==> src/rtl/cdb_arbiter_pkg.sv <==
// Shared types and sizing constants for the common-data-bus arbiter.
//   N_CDB_REQ    requesters sharing the bus (ALU RS 0-3, branch 4, LSQ 5)
//   N_CDB_PORTS  CDB write ports driven per cycle
//   ROB_TAG_W    ROB tag width (8-entry ROB)
//   CDB_XLEN     result data width
//   cdb_req_t    one requester/port payload {valid, tag, data}
package cdb_arbiter_pkg;

  localparam int unsigned N_CDB_REQ   = 6;
  localparam int unsigned N_CDB_PORTS = 2;
  localparam int unsigned ROB_TAG_W   = 3;
  localparam int unsigned CDB_XLEN    = 32;
  localparam int unsigned CONFLICT_W  = 16;

  typedef struct packed {
    logic                 valid;
    logic [ROB_TAG_W-1:0] tag;
    logic [CDB_XLEN-1:0]  data;
  } cdb_req_t;

endpackage

==> src/rtl/cdb_arbiter_rr_pick.sv <==
// Combinational round-robin picker: scans requesters starting at i_rr_ptr
// and assigns the first N_PORTS valid ones to ports 0..N_PORTS-1 in scan order.
//   i_req_valid    per-requester valid
//   i_rr_ptr       first index to scan (must be < N_REQ)
//   o_grant_c      per-port one-hot grant vector
//   o_port_used_c  port p received a grantee
//   o_last_idx_c   index of the last grantee in scan order
//   o_any_grant_c  at least one grant this cycle
module cdb_arbiter_rr_pick #(
  parameter int unsigned N_REQ   = 6,
  parameter int unsigned N_PORTS = 2,
  localparam int unsigned PTR_W  = $clog2(N_REQ)
) (
  input  logic [N_REQ-1:0]                i_req_valid,
  input  logic [PTR_W-1:0]                i_rr_ptr,
  output logic [N_PORTS-1:0][N_REQ-1:0]   o_grant_c,
  output logic [N_PORTS-1:0]              o_port_used_c,
  output logic [PTR_W-1:0]                o_last_idx_c,
  output logic                            o_any_grant_c
);

  localparam int unsigned CNT_W = $clog2(N_PORTS + 1);

  logic [PTR_W:0]   w_sum;
  logic [PTR_W-1:0] w_idx;
  logic [CNT_W-1:0] w_cnt;

  // Rotating scan; w_cnt is the port the next valid requester lands on.
  always_comb begin
    o_grant_c    = '0;
    o_last_idx_c = i_rr_ptr;
    w_sum        = '0;
    w_idx        = '0;
    w_cnt        = '0;
    for (int unsigned k = 0; k < N_REQ; k++) begin
      // Modulo by conditional subtract: rr_ptr + k < 2*N_REQ always.
      w_sum = {1'b0, i_rr_ptr} + (PTR_W+1)'(k);
      if (w_sum >= (PTR_W+1)'(N_REQ)) begin
        w_sum = w_sum - (PTR_W+1)'(N_REQ);
      end
      w_idx = w_sum[PTR_W-1:0];
      if (i_req_valid[w_idx] && (w_cnt < CNT_W'(N_PORTS))) begin
        for (int unsigned p = 0; p < N_PORTS; p++) begin
          if (w_cnt == CNT_W'(p)) begin
            o_grant_c[p][w_idx] = 1'b1;
          end
        end
        w_cnt        = w_cnt + CNT_W'(1);
        o_last_idx_c = w_idx;
      end
    end
  end

  // Port occupancy summary.
  always_comb begin
    o_port_used_c = '0;
    for (int unsigned p = 0; p < N_PORTS; p++) begin
      o_port_used_c[p] = |o_grant_c[p];
    end
    o_any_grant_c = |o_port_used_c;
  end

endmodule

==> src/rtl/cdb_arbiter.sv <==
// Common-data-bus arbiter: shares N_PORTS CDB write ports among N_REQ
// functional-unit requesters with round-robin selection and a registered,
// one-cycle-latency CDB output.
//   clk, rst       clock; asynchronous active-low reset
//   flush          branch flush: no grants, CDB emptied next edge
//   req_valid/tag/data  per-requester result (flattened slices)
//   req_ready      combinational grant, 0 in reset or flush
//   cdb_valid/tag/data  registered CDB ports
//   conflict_cnt   saturating count of oversubscribed non-flush cycles
//   err_dup_tag    sticky: two grantees carried the same tag in one cycle
module cdb_arbiter
  import cdb_arbiter_pkg::*;
#(
  parameter int unsigned N_REQ   = N_CDB_REQ,
  parameter int unsigned N_PORTS = N_CDB_PORTS,
  parameter int unsigned TAG_W   = ROB_TAG_W,
  parameter int unsigned XLEN    = CDB_XLEN
) (
  input  logic                      clk,
  input  logic                      rst,
  input  logic                      flush,
  input  logic [N_REQ-1:0]          req_valid,
  input  logic [N_REQ*TAG_W-1:0]    req_tag,
  input  logic [N_REQ*XLEN-1:0]     req_data,
  output logic [N_REQ-1:0]          req_ready,
  output logic [N_PORTS-1:0]        cdb_valid,
  output logic [N_PORTS*TAG_W-1:0]  cdb_tag,
  output logic [N_PORTS*XLEN-1:0]   cdb_data,
  output logic [CONFLICT_W-1:0]     conflict_cnt,
  output logic                      err_dup_tag
);

  localparam int unsigned PTR_W = $clog2(N_REQ);

  logic [N_PORTS-1:0][N_REQ-1:0] w_grant;
  logic [N_PORTS-1:0]            w_port_used;
  logic [PTR_W-1:0]              w_last_idx;
  logic                          w_any_grant;
  logic [N_PORTS-1:0][TAG_W-1:0] w_sel_tag;
  logic [N_PORTS-1:0][XLEN-1:0]  w_sel_data;
  logic [N_REQ-1:0]              w_ready;
  logic [PTR_W-1:0]              w_rr_ptr_nxt;
  logic                          w_oversub;
  logic                          w_dup;

  logic [N_PORTS-1:0]            r_cdb_valid;
  logic [N_PORTS-1:0][TAG_W-1:0] r_cdb_tag;
  logic [N_PORTS-1:0][XLEN-1:0]  r_cdb_data;
  logic [PTR_W-1:0]              r_rr_ptr;
  logic [CONFLICT_W-1:0]         r_conflict_cnt;
  logic                          r_err_dup_tag;

  cdb_arbiter_rr_pick #(
    .N_REQ   (N_REQ),
    .N_PORTS (N_PORTS)
  ) u_rr_pick (
    .i_req_valid   (req_valid),
    .i_rr_ptr      (r_rr_ptr),
    .o_grant_c     (w_grant),
    .o_port_used_c (w_port_used),
    .o_last_idx_c  (w_last_idx),
    .o_any_grant_c (w_any_grant)
  );

  // Grants are visible to requesters only outside reset and flush.
  always_comb begin
    w_ready = '0;
    if (rst && !flush) begin
      for (int unsigned p = 0; p < N_PORTS; p++) begin
        w_ready = w_ready | w_grant[p];
      end
    end
  end

  // One-hot port muxes.
  always_comb begin
    w_sel_tag  = '0;
    w_sel_data = '0;
    for (int unsigned p = 0; p < N_PORTS; p++) begin
      for (int unsigned i = 0; i < N_REQ; i++) begin
        if (w_grant[p][i]) begin
          w_sel_tag[p]  = req_tag[i*TAG_W +: TAG_W];
          w_sel_data[p] = req_data[i*XLEN +: XLEN];
        end
      end
    end
  end

  // Pairwise tag compare across occupied ports.
  always_comb begin
    w_dup = 1'b0;
    for (int unsigned p = 0; p < N_PORTS; p++) begin
      for (int unsigned q = p + 1; q < N_PORTS; q++) begin
        if (w_port_used[p] && w_port_used[q] && (w_sel_tag[p] == w_sel_tag[q])) begin
          w_dup = 1'b1;
        end
      end
    end
  end

  // Next scan start is just past the last grantee, wrapping to 0.
  always_comb begin
    w_rr_ptr_nxt = w_last_idx + PTR_W'(1);
    if (w_last_idx == PTR_W'(N_REQ - 1)) begin
      w_rr_ptr_nxt = '0;
    end
    w_oversub = ($countones(req_valid) > N_PORTS);
  end

  // CDB output registers, round-robin pointer, conflict counter, sticky error.
  always_ff @(posedge clk or negedge rst) begin
    if (!rst) begin
      r_cdb_valid    <= '0;
      r_cdb_tag      <= '0;
      r_cdb_data     <= '0;
      r_rr_ptr       <= '0;
      r_conflict_cnt <= '0;
      r_err_dup_tag  <= 1'b0;
    end else if (flush) begin
      r_cdb_valid <= '0;
    end else begin
      r_cdb_valid <= w_port_used;
      for (int unsigned p = 0; p < N_PORTS; p++) begin
        if (w_port_used[p]) begin
          r_cdb_tag[p]  <= w_sel_tag[p];
          r_cdb_data[p] <= w_sel_data[p];
        end
      end
      if (w_any_grant) begin
        r_rr_ptr <= w_rr_ptr_nxt;
      end
      if (w_oversub && (r_conflict_cnt != '1)) begin
        r_conflict_cnt <= r_conflict_cnt + CONFLICT_W'(1);
      end
      if (w_dup) begin
        r_err_dup_tag <= 1'b1;
      end
    end
  end

  assign req_ready    = w_ready;
  assign cdb_valid    = r_cdb_valid;
  assign cdb_tag      = r_cdb_tag;
  assign cdb_data     = r_cdb_data;
  assign conflict_cnt = r_conflict_cnt;
  assign err_dup_tag  = r_err_dup_tag;

endmodule
==> config.mk <==
export PLATFORM = sky130hd
export DESIGN_NAME = cdb_arbiter
export DESIGN_NICKNAME = d
export VERILOG_FILES = /design/src/rtl/cdb_arbiter_pkg.sv /design/src/rtl/cdb_arbiter_rr_pick.sv /design/src/rtl/cdb_arbiter.sv
export SDC_FILE = /design/constraint.sdc
export NUM_CORES = 1
export LEC_CHECK = 0
export BUFFER_PORTS_ARGS = -buffer_cell sky130_fd_sc_hd__buf_2
export CORE_UTILIZATION = 35
export CTS_CLUSTER_SIZE = 40
export DETAILED_ROUTE_END_ITERATION = 10
export PLACE_DENSITY_LB_ADDON = 0.3
export SLEW_MARGIN = 20
export SYNTH_ARGS = -nofsm -noshare
export SYNTH_HDL_FRONTEND = slang
export SYNTH_SLANG_ARGS = --single-unit
export TNS_END_PERCENT = 30
==> constraint.sdc <==
create_clock -name clk -period 9.9 [get_ports clk]
set_clock_uncertainty 0.05 [all_clocks]
set_input_delay 1.485 -clock clk [delete_from_list [all_inputs] [get_ports clk]]
set_output_delay 1.485 -clock clk [all_outputs]
set_load 0.03 [all_outputs]
# Word-level counts from Yosys, hierarchy flattened
# Index checks and enable logic that the tools add are counted.
# Widths: inputs -> output; s select.
dict set report totals {
  input_bits 219
  reg_bits 92
  wordCells 187
}
dict set report op_classes {
  n_eq_ne 8
  n_mux 85
  reduce_logical 29
  magnitude_cmp 24
  n_addsub 22
  bitwise_logic 11
}
# operator count
set op_table {}
lappend op_table {{$mux 32} 12}
lappend op_table {{$mux 3} 25}
lappend op_table {{$mux 6} 12}
lappend op_table {{$mux 12} 5}
lappend op_table {{$or 6x6->6} 10}
lappend op_table {{$lt 3x4->1 const B} 6}
lappend op_table {{$ge 4x3->1 const B} 5}
lappend op_table {{$bmux 1 s3} 6}
lappend op_table {{$demux 1 s3} 6}
lappend op_table {{$ge 3x1->1 const B} 6}
lappend op_table {{$sub 3x3->3 const B} 6}
lappend op_table {{$add 16x1->16 const B} 1}
lappend op_table {{$ne 16x16->1 const B} 1}
lappend op_table {{$logic_and 1x1->1} 15}
lappend op_table {{$mux 1} 14}
lappend op_table {{$reduce_or 12->1} 1}
lappend op_table {{$reduce_or 6->1} 2}
lappend op_table {{$logic_not 2->1} 5}
lappend op_table {{$mux 2} 5}
lappend op_table {{$reduce_and 2->1} 5}
lappend op_table {{$add 3x2->4 const B} 2}
lappend op_table {{$add 3x3->4 const B} 2}
lappend op_table {{$eq 2x1->1 const B} 4}
lappend op_table {{$lt 2x2->1 const B} 4}
lappend op_table {{15 further kinds} 19}

# Logic depth before layout (Yosys ltp)
# Gate-level depths: netlist of the first run.
dict set report depth {
  word_depth 32
  mapped_depth 29
  ltp_nobuf 23
}

# By module
# Synthesis of the first run repeated with hierarchy kept, for this count alone.
dict set report hier_totals {
  hier_cells 1156
  area_unflattened_um2 9170.0
}
# module instances area_each_um2 cells_each
set modules_own_cells {}
lappend modules_own_cells {cdb_arbiter 1 7389.6 905}
lappend modules_own_cells {cdb_arbiter_rr_pick 1 1780.5 251}

# Least setup slack after synthesis of the first run
# No wires, ideal clock.
dict set report synth_path {
  kind {register to output}
  start {register r_rr_ptr[0]}
  end {output port req_ready[4]}
  path_stages_with_launch 25
  slack_ns 2.183
  path_buffers 8
  required_time_ns 8.365
  arrival_time_ns 6.182
  cell_sequence {dfrtp_1 buf_4 clkbuf_1 inv_1 buf_1 ha_1 clkbuf_1 clkinv_1 o32ai_1 nor2_1 ha_1 nor2b_1 a31o_2 clkbuf_1 ha_1 o31a_1 ha_1 a21o_1 nand4_1 mux2_2 a22o_1 clkbuf_1 clkbuf_1 clkbuf_1 a21oi_1}
}
dict set report synth_via {
  elab_chain_cells 24
}
# element line_no
set synth_rtl {}
lappend synth_rtl {{from (decl)} cdb_arbiter.sv:49} ;# logic [PTR_W-1:0] r_rr_ptr;
lappend synth_rtl {{from (signal assigned)} cdb_arbiter.sv:130} ;# r_rr_ptr <= w_rr_ptr_nxt;
lappend synth_rtl {{$add 3x1->4, or another cell as far along} cdb_arbiter_rr_pick.sv:37} ;# w_sum = {1'b0, i_rr_ptr} + (PTR_W+1)'(k);
lappend synth_rtl {{$ge 4x3->1, or another cell as far along} cdb_arbiter_rr_pick.sv:38} ;# if (w_sum >= (PTR_W+1)'(N_REQ)) begin
lappend synth_rtl {{$mux 3, or another cell as far along} cdb_arbiter_rr_pick.sv:38}
lappend synth_rtl {{$lt 3x4->1 (implied by the code), or another cell as far along} cdb_arbiter_rr_pick.sv:45} ;# o_grant_c[p][w_idx] = 1'b1;
lappend synth_rtl {{$logic_and 1x1->1 (implied by the code) / $mux 1 (equally long branches)} cdb_arbiter_rr_pick.sv:45}
lappend synth_rtl {{$mux 1 (implied by the code) / $demux 1 s3 (equally long branches)} n/a}
lappend synth_rtl {{$demux 1 s3 / $mux 6 (equally long branches)} n/a}
lappend synth_rtl {{$or 6x6->6 (no line)} n/a}
lappend synth_rtl {{[... 8 more ...]} n/a}
lappend synth_rtl {{$or 6x6->6 (no line)} n/a}
lappend synth_rtl {{$mux 6} cdb_arbiter_rr_pick.sv:44} ;# if (w_cnt == CNT_W'(p)) begin
lappend synth_rtl {{$mux 12} cdb_arbiter_rr_pick.sv:42} ;# if (i_req_valid[w_idx] && (w_cnt < CNT_W'(N_PORTS))) begin
lappend synth_rtl {{$or 6x6->6 (no line)} n/a}
lappend synth_rtl {{$mux 6} cdb_arbiter_rr_pick.sv:44}
lappend synth_rtl {{$mux 12 *} cdb_arbiter_rr_pick.sv:42}
lappend synth_rtl {{$or 6x6->6 *} cdb_arbiter.sv:70} ;# w_ready = w_ready | w_grant[p];
lappend synth_rtl {{$mux 6 *} cdb_arbiter.sv:68} ;# if (rst && !flush) begin
lappend synth_rtl {{to (decl)} cdb_arbiter.sv:25} ;# output logic [N_REQ-1:0] req_ready,
# Mark *: on every way between the ends. The rest lies on a longest branch, timed or not. The select of a mux whose other input is x is not followed.

# Worst setup path in the final report of the first run
dict set report layout_path {
  start {register r_rr_ptr[0]}
  end {output port req_ready[0]}
}
# The elaborated chain is that of the path after synthesis.

==> impl_metrics.yaml, run 1 <==
clock_tree:
  cts_buffer_depth: 2
  cts_resized: 0
  cts-htree-levels: 3
  clk_pin_slew_ps: 70
  cts_tree: "done"
  root_buffer: "clkbuf_16"
  cts_setup_buffers: 0
  cts.sinks: 92
  cts_made_buffers: 9
  clkLatencyLatePin_ps: 350
  hold_buffers: 0
synth:
  async_flop_share_pct: 100.0
  syn_area_um2: 8278
  synth_seq_cells: 92
  synthCells: 1094
  ys_warn_count: 0
  avgSynthCellArea_um2: 7.567
  synth_edf_count: 0
  ys_seq_area_share_pct: 27.81
  synth_fp_nets: 1333
  ys_types: 82
  synth_ff_type: "dfrtp_1"
finish:
  layout_common_cells: "buf_2 (312), nand2_1 (166), nor2_1 (140)"
  drive_above_1_share_pct: 29.04
  fill_cells: 2385
  syn_to_final_growth_pct: 25.33
  nets: 1577
  layout_commonest_cell: "buf_2"
  fin_util_pct: 45.27
timing:
  hold_viol: 0
  relSlewSlack_pct: 35.53
  finalCriticalPeriod_ps: 8689
  fmax_mhz: 115.1
  tns_ps: 0
  finalCritPeriodShare_pct: 87.77
  max_slew.worst_pin.slew_ps: 964.9
  holdWs_ps: 420.8
  finalSetupViolCount: 0
  rsz0062_at_grt: "no"
  maxSlewViolCount: 0
outcome:
  status: "finished clean"
die:
  die_width_um: 155.8
  num_rows: 55
  die_area_um2: 24270
  coreArea_um2: 22920
  die_h_um: 155.8
  initial_utilization_pct: 36.12
  io_pins: 314
global_route:
  antenna_found_initial: 5
  grt_pass1_wl_mm: 54.58
  grt.overflow.total: 0
  first_global_vias: 9346
  grt_max_degree: 74
  grt_use_total_pct: 29.13
placed_design:
  io_buffers: 313
  post-dp-hpwl_mm: 26.09
  routabilityCongestion: 0.9638
critical_path:
  r2r_slack_ps: 1470
  rr_endpoint: "err_dup_tag$_DFFE_PN0P_"
  endpoint_kind: "primary output"
  cp.required_ps: 8370
  r2r_start: "r_rr_ptr[0]$_DFFE_PN0P_"
  crit_type: "flop to primary output"
  startpoint_type: "flop"
  critPathArrivalTime_ps: 7150
  ff2ff_path_depth: 22
  crit_fanout: 41
min_path:
  hold_path_end: "cdb_tag[0]$_DFFE_PN0P_"
  hold_path_depth: 2
  hp-class: "flop to flop"
  hp-start: "cdb_tag[0]$_DFFE_PN0P_"
route:
  via_count: 10200
  totalWireLength_mm: 36.37
  first_pass_iters: 6
  drt.antenna.violating_nets: 0
  viasPerCell: 6.136
  drt_iter0_drc: 877
  drc: 0
  post_drt_wl_per_cell_um: 21.88
job:
  cap_viol_max_count: 0
## through the flow
step | setup WS (ps) | instances | cell area [um2]
2_1_floorplan | 2183 | 1094 | 8278
5_1_grt | 665.7 | 1661 | 10370
6_report | 1211 | 1662 | 10380
4_1_cts | 1268 | 1656 | 10360
3_5_place_dp | 1628 | 1640 | 10030
3_3_place_gp | 1789 | 1640 | 10030
## worst max-delay path: stages, from the launching register on
cell and delay, ps:
dfrtp_1 320, buf_4 410, inv_1 430, ha_1 770
clkinv_1 360, o32ai_1 600, nor2_1 240, ha_1 320
a21oi_2 220, xor2_1 350, ha_1 330, o31a_1 400
ha_1 310, a21o_1 180, nand3_1 220, or2_2 330
o211ai_1 380, inv_1 80, a21oi_1 270, buf_2 260
## synth_stat cells, drive strengths merged, types with 3 or more instances
| library cell | instances | share of area, % |
|---|---|---|
| nand2 | 166 | 7.5 |
| nor2 | 144 | 6.6 |
| dfrtp | 92 | 28 |
| clkbuf | 73 | 3.3 |
| a221oi | 68 | 7.2 |
| o21ai | 56 | 3.5 |
| a31oi | 41 | 3.1 |
| o211ai | 38 | 3.4 |
| nor3 | 37 | 2.2 |
| o22ai | 36 | 2.7 |
| a22oi | 35 | 3.2 |
| o311ai | 32 | 3.4 |
| inv | 27 | 1.2 |
| buf | 25 | 1.7 |
| a21oi | 21 | 1.3 |
| xnor2 | 21 | 2.2 |
| ha | 17 | 2.6 |
| mux2i | 14 | 1.7 |
| nand4 | 12 | 0.91 |
| mux2 | 11 | 1.6 |
| nand3 | 11 | 0.67 |
| and3 | 8 | 0.60 |
| nand2b | 8 | 0.60 |
| xor2 | 8 | 0.85 |
| or3 | 7 | 0.59 |
| or2 | 6 | 0.45 |
| nor2b | 5 | 0.38 |
| a21o | 4 | 0.36 |
| a31o | 4 | 0.42 |
| nand3b | 4 | 0.36 |
| nor4 | 4 | 0.48 |
| or3b | 4 | 0.42 |
| a211oi | 3 | 0.27 |
| a22o | 3 | 0.32 |
| a41oi | 3 | 0.32 |
| fa | 3 | 0.73 |
| o221ai | 3 | 0.32 |
| o31a | 3 | 0.32 |
## metal layers
layer  vias to the layer above  global-route usage, %  wire (um)
met5                         -                      0          0
met3                        95                  6.306       3476
li1                       4627                      -          -
met2                       669                  46.94      16690
met4                         0                  11.16       1269
met1                      4807                  37.94      14940
## layout make-up
type	count	area, um2	area share (%)
clock inverter	5	83.83	0.8080
tap	313	391.6	3.775
antenna	6	15.01	0.1447
clock buffer	11	242.7	2.340
sequential	92	2302	22.19
inverter	28	105.1	1.013
multi-input combinational	876	5530	53.30
timing repair buffer	331	1704	16.43
## flip-flops by register name (all words and copies together) (netlist names)
name          flops
cdb_tag           6
cdb_valid         2
err_dup_tag       1
conflict_cnt     16
r_rr_ptr          3
cdb_data         64
## kinds of logic after synthesis
group / share of synthesized area, %
buffers and inverters: 6.318
adders and majority gates: 3.295
AOI/OAI and AO/OA: 33.09
and+or+nand+nor: 22.87
DFF: 27.81
muxes: 3.552
xor gates and xnor gates: 3.068
## worst max-delay path by stage
stage / from / end / slack, ps
2_1_floorplan: r_rr_ptr[0]$_DFFE_PN0P_ / req_ready[4] / 2180
3_3_place_gp: r_rr_ptr[0]$_DFFE_PN0P_ / req_ready[0] / 1790
3_5_place_dp: r_rr_ptr[0]$_DFFE_PN0P_ / err_dup_tag$_DFFE_PN0P_ / 1630
4_1_cts: r_rr_ptr[0]$_DFFE_PN0P_ / req_ready[0] / 1270
5_1_grt: r_rr_ptr[0]$_DFFE_PN0P_ / req_ready[1] / 670
6_report: r_rr_ptr[0]$_DFFE_PN0P_ / req_ready[0] / 1210
Power of run 1 is not shown: default switching activity piles up to over one toggle a cycle in this logic, so the estimate is an artifact.
==> run 2, diff against run 1 <==
==> constraint.sdc (replaced) <==
create_clock -name clk -period 10.5 [get_ports clk]
set_clock_uncertainty 0.05 [all_clocks]
set_input_delay 1.575 -clock clk [delete_from_list [all_inputs] [get_ports clk]]
set_output_delay 1.575 -clock clk [all_outputs]
set_load 0.03 [all_outputs]
==> run 2 against run 1 <==
  * First-iteration DRC count is 6.6% higher
  * Die area stayed put
  * Register-to-register slack improved by 630 ps
  * Cell count is 0.12% higher
  * Final area is essentially flat
  * Setup slack improved by 370 ps
  * Hold slack improved by 6.3 ps
  * Routed wire length decreased by 0.64%
  * Critical path depth did not move
  * Critical endpoint is now req_ready[3]
  * Largest cell class unchanged
  * Highest routed layer unchanged
==> impl_metrics.yaml, run 2 (synthesis results as in run 1) <==
placed_design:
  place_ws_ps: 1958
  routabilityCongestion: 0.9675
  place_inst: 1640
  io_buffers: 313
  post-dp-hpwl_mm: 26.24
die:
  die_area_um2: 24270
  io_pins: 314
  initial_utilization_pct: 36.12
  die_width_um: 155.8
  coreArea_um2: 22920
  die_h_um: 155.8
  num_rows: 55
finish:
  syn_to_final_growth_pct: 25.39
  layout_common_cells: "buf_2 (312), nand2_1 (166), nor2_1 (140)"
  layout_commonest_cell: "buf_2"
  drive_above_1_share_pct: 29.11
  nets: 1578
  largest_register_ffs: 64
  finalNonFillerCells: 1664
clock_tree:
  cts_resized: 0
  clkLatencyLatePin_ps: 360
  clk_pin_slew_ps: 60
  hold_buffers: 0
  root_buffer: "clkbuf_16"
  cts_buffer_depth: 2
  cts_tree: "done"
  cts.sinks: 92
  cts-htree-levels: 3
  cts_setup_buffers: 0
  cts_made_buffers: 9
critical_path:
  critPathArrivalTime_ps: 7300
  slowest_delay_ps: 760
  crit_type: "flop to primary output"
  endpoint_kind: "primary output"
  cp.required_ps: 8880
  cp_cell_sequence: "buf_4 > inv_1 > ha_1 > clkinv_1 > o32ai_1 > nor2_1 > ha_1 > a21oi_2 > xor2_1 > ha_1 > o31a_1 > ha_1 > a21o_1 > nand4_1 > mux2i_1 > o31a_2 > nor2_1 > nor2_1 > buf_2"
  crit_top_cell: "ha_1"
  crit_slowest_cell: "ha_1"
  startpoint_type: "flop"
  crit_fanout: 41
route:
  drc: 0
  first_pass_iters: 6
  drt.antenna.violating_nets: 0
  drt_iter0_drc: 935
  post_drt_wl_per_cell_um: 21.72
  viasPerCell: 6.029
  via_count: 10030
  totalWireLength_mm: 36.14
timing:
  hold_viol: 0
  fmax_mhz: 112.1
  maxSlewViolCount: 0
  rsz0062_at_grt: "no"
  max_slew.worst_pin.slew_ps: 1005
  tns_ps: 0
  finalCriticalPeriod_ps: 8923
  finalSetupViolCount: 0
  setup_ws_ps: 1577
  relSlewSlack_pct: 32.89
  finalCritPeriodShare_pct: 84.98
outcome:
  status: "finished clean"
global_route:
  grt_pass1_wl_mm: 54.21
  grt_use_total_pct: 29.06
  first_global_vias: 9289
  grt.overflow.total: 0
  antenna_found_initial: 7
  grt_max_degree: 74
min_path:
  hp-class: "flop to flop"
job:
  cap_viol_max_count: 0
==> run 2: worst max-delay path: cells and delay by family, from the launching register on <==
family / cells / cell delay (ps)
compound gates: 5 / 2110
fa+ha+maj: 4 / 1740
flops: 1 / 320
simple gates: 4 / 620
xor+xnor: 1 / 340
buf+inv: 4 / 1430
mux: 1 / 360
==> run 2: layout make-up <==
type | instances | area [um2]
tap | 313 | 391.6
fill | 2381 | 12540
antenna | 8 | 20.02
clock buffer | 10 | 239.0
sequential | 92 | 2302
inverter | 28 | 105.1
multi-input combinational | 876 | 5530
timing repair buffer | 332 | 1732
clock inverter | 5 | 60.06
==> run 2: metrics by stage <==
step                      area (um2)  utilization, %  hold slack, ps
after floorplan                 8278               -           592.0
after global placement         10030           43.78           401.1
after detailed placement       10030           43.78           416.5
after CTS                      10330           45.09           431.8
after global routing           10370           45.26           453.1
final                          10380           45.30           427.1
==> run 2: worst paths after layout <==
path / slack, ps / depth (start not counted) / end / start
worst max-delay path: 1580 / 19 / req_ready[3] / r_rr_ptr[0]$_DFFE_PN0P_
worst min register to register: 430 / 2 / cdb_tag[1]$_DFFE_PN0P_ / cdb_tag[1]$_DFFE_PN0P_
max in group asynchronous: 8080 / 2 / cdb_data[0]$_DFFE_PN0P_ / rst
worst min-delay path: 430 / 2 / cdb_tag[1]$_DFFE_PN0P_ / cdb_tag[1]$_DFFE_PN0P_
min in group asynchronous: 1130 / 1 / cdb_data[34]$_DFFE_PN0P_ / rst
worst max register to register: 2100 / 21 / err_dup_tag$_DFFE_PN0P_ / r_rr_ptr[0]$_DFFE_PN0P_
==> run 2: routing by layer <==
layer | track usage (%) | vias up | routed length (um)
li1 | - | 4638 | -
met1 | 38.58 | 4775 | 15380
met2 | 45.60 | 539 | 16430
met3 | 5.861 | 81 | 3013
met4 | 12.51 | 0 | 1314
met5 | 0 | - | 0
Power of run 2 is left out for the same reason.
==> run 3, diff against run 2 <==
--- a/config.mk
+++ b/config.mk
@@ -5,6 +5,7 @@
 export SDC_FILE = /design/constraint.sdc
 export NUM_CORES = 1
 export LEC_CHECK = 0
+export ABC_AREA = 1
 export BUFFER_PORTS_ARGS = -buffer_cell sky130_fd_sc_hd__buf_2
 export CORE_UTILIZATION = 35
 export CTS_CLUSTER_SIZE = 40
==> constraint.sdc (replaced) <==
create_clock -name clk -period 7.5 [get_ports clk]
set_clock_uncertainty 0.05 [all_clocks]
set_input_delay 1.125 -clock clk [delete_from_list [all_inputs] [get_ports clk]]
set_output_delay 1.125 -clock clk [all_outputs]
set_load 0.03 [all_outputs]
==> run 3 against run 2 <==
  * Die area rose by 10%
  * Register-to-register slack got worse by 870 ps
  * Critical path type unchanged
  * Non-clock buffer count grew 9
  * Synthesized cell count is 34% higher
  * First-iteration DRC count grew 58%
  * Clock-buffer cell count rose by 1
  * Via count up 16%
  * Critical endpoint is now req_ready[4]
  * Area after synthesis rose by 10%
==> impl_metrics.yaml, run 3 <==
die:
  num_rows: 58
  coreArea_um2: 25400
  io_pins: 314
  die_h_um: 163.4
  die_width_um: 163.4
  initial_utilization_pct: 35.91
  die_area_um2: 26710
synth:
  ys_top_cells_by_area: "dfrtp_1 (25%), nand2_1 (15%), a21oi_1 (15%), nor2_1 (6.5%), o21ai_0 (4.2%)"
  netlist_top_cells_count: "nand2_1 (373), a21oi_1 (278), nor2_1 (159)"
  synth_edf_count: 0
  synth_fp_nets: 1703
  synth_area_leader_cell: "dfrtp_1"
  ys_types: 52
  synth_seq_cells: 92
  ys_seq_area_share_pct: 25.24
  synth_most_common_cell: "nand2_1"
  synth_ff_type: "dfrtp_1"
  syn_area_um2: 9121
  avgSynthCellArea_um2: 6.230
  ys_warn_count: 0
  synthCells: 1464
  async_flop_share_pct: 100.0
  synth_top_area_share_pct: 25.24
placed_design:
  placed_area_um2: 10900
  io_buffers: 313
  routabilityCongestion: 0.9924
  post-dp-hpwl_mm: 29.26
finish:
  final_area_um2: 11240
  layout_commonest_cell: "nand2_1"
  drive_above_1_share_pct: 24.99
  syn_to_final_growth_pct: 23.21
  largest_register_ffs: 64
  layout_common_cells: "nand2_1 (372), buf_2 (312), a21oi_1 (278)"
  fin_util_pct: 44.25
  nets: 1963
outcome:
  status: "finished clean"
timing:
  tns_ps: 0
  max_slew.worst_pin.slew_ps: 1131
  fmax_mhz: 146.7
  finalCritPeriodShare_pct: 90.86
  finalSetupViolCount: 0
  finalCriticalPeriod_ps: 6815
  maxSlewViolCount: 0
  hold_viol: 0
  relSlewSlack_pct: 24.38
  rsz0062_at_grt: "no"
min_path:
  hold_path_end: "cdb_data[22]$_DFFE_PN0P_"
  hp-class: "flop to flop"
  hp-start: "cdb_data[22]$_DFFE_PN0P_"
  hold_path_depth: 2
clock_tree:
  hold_buffers: 0
  clk_pin_slew_ps: 70
  clkLatencyLatePin_ps: 350
  root_buffer: "clkbuf_16"
  cts-htree-levels: 3
  cts.sinks: 92
  cts_tree: "done"
  cts_resized: 0
  cts_buffer_depth: 2
  cts_made_buffers: 9
critical_path:
  r2r_slack_ps: 1230
  crit_fanout: 18
  crit_type: "flop to primary output"
  crit_slowest_cell: "dfrtp_1"
  rr_endpoint: "err_dup_tag$_DFFE_PN0P_"
  startpoint_type: "flop"
  crit_top_cell: "nand2_1"
  cp.required_ps: 6320
  slowest_delay_ps: 370
  r2r_start: "r_rr_ptr[1]$_DFFE_PN0P_"
  critPathArrivalTime_ps: 5640
  ff2ff_path_depth: 39
  endpoint_kind: "primary output"
global_route:
  grt_max_degree: 71
  grt_pass1_wl_mm: 61.44
  grt_use_met1_pct: 38.71
  grt.overflow.total: 0
  use_met3_pct: 6.831
  antenna_found_initial: 14
  first_global_vias: 10790
  grt.busiest_layer: "met2"
  grt_use_total_pct: 29.68
  grt.met2_usage_pct: 47.30
route:
  viasPerCell: 5.609
  totalWireLength_mm: 40.87
  drt.antenna.violating_nets: 0
  drt_iter0_drc: 1474
  post_drt_wl_per_cell_um: 19.74
  drc: 0
  via_count: 11610
  first_pass_iters: 6
job:
  cap_viol_max_count: 0
==> run 3: changes by cell type after synthesis, sizes merged, moves of 34 or more <==
cell	previous run	this run
o21ai	56	148
buf	25	59
a31oi	41	3
nand3	11	55
clkbuf	73	34
a22oi	35	1
inv	27	102
o22ai	36	1
nand2	166	381
a21oi	21	287
a221oi	68	1
==> run 3: cell type report <==
type | instances | area [um2]
Sequential cell | 92 | 2302
Multi-Input combinational cell | 1178 | 6006
Clock inverter | 5 | 60.06
Tap cell | 330 | 412.9
Clock buffer | 11 | 242.7
Fill cell | 2730 | 14160
Antenna cell | 11 | 27.53
Timing Repair Buffer | 341 | 1804
Inverter | 102 | 382.9
==> run 3: worst max-delay path: cells and delay by family (launching register included) <==
kind	cells	cell delay, ps
simple gates	15	2100
buf+inv	11	1130
fa+ha+maj	4	1000
compound gates	4	680
flops	1	370
==> run 3: repair_timing <==
action / CTS / global route
setup buffers: 0 / 0
endpoints found under the hold margin: 0 / 0
endpoints found under the setup margin: 0 / 1
==> run 3: worst max path at each step <==
| stage | start | end | cells past startpoint | slack, ps |
|---|---|---|---|---|
| after floorplan | r_rr_ptr[0]$_DFFE_PN0P_ | req_ready[3] | 34 | 840 |
| after global placement | req_valid[2] | req_ready[4] | 28 | 930 |
| after detailed placement | req_valid[2] | req_ready[4] | 28 | 830 |
| after CTS | r_rr_ptr[1]$_DFFE_PN0P_ | req_ready[4] | 31 | 530 |
| after global routing | r_rr_ptr[1]$_DFFE_PN0P_ | req_ready[4] | 31 | 130 |
| final | r_rr_ptr[1]$_DFFE_PN0P_ | req_ready[4] | 34 | 690 |
==> run 3: kinds of logic (layout without fill, tap and decap cells) <==
family                   after synthesis  count (layout)  share of synthesized area, %
flip-flops                            92              92                         25.24
AND/OR/NAND/NOR                      620             621                         28.48
multiplexers                           1               1                        0.1509
buffers and inverters                195             459                         9.095
XOR/XNOR                              18              18                         1.728
other                                  0              11                             0
adder cells (fa/ha/maj)               20              20                         2.990
AO/OA/AOI/OAI                        518             518                         32.32
==> run 3: layer usage <==
layer	share of wire (%)	routed length [um]
met1	41	16900
met2	45	18560
met3	9.9	4039
met4	3.2	1315
met5	0.12	51
==> run 3: per-stage QoR <==
step | cells | hold slack, ps | setup WS, ps
2_1_floorplan | 1464 | 590.8 | 841.3
3_3_place_gp | 2042 | 407.5 | 931.2
6_report | 2070 | 425.7 | 685.2
5_1_grt | 2068 | 448.4 | 125.1
3_5_place_dp | 2042 | 409.8 | 831.0
4_1_cts | 2058 | 428.5 | 532.2
Power of run 3 is left out for the same reason.
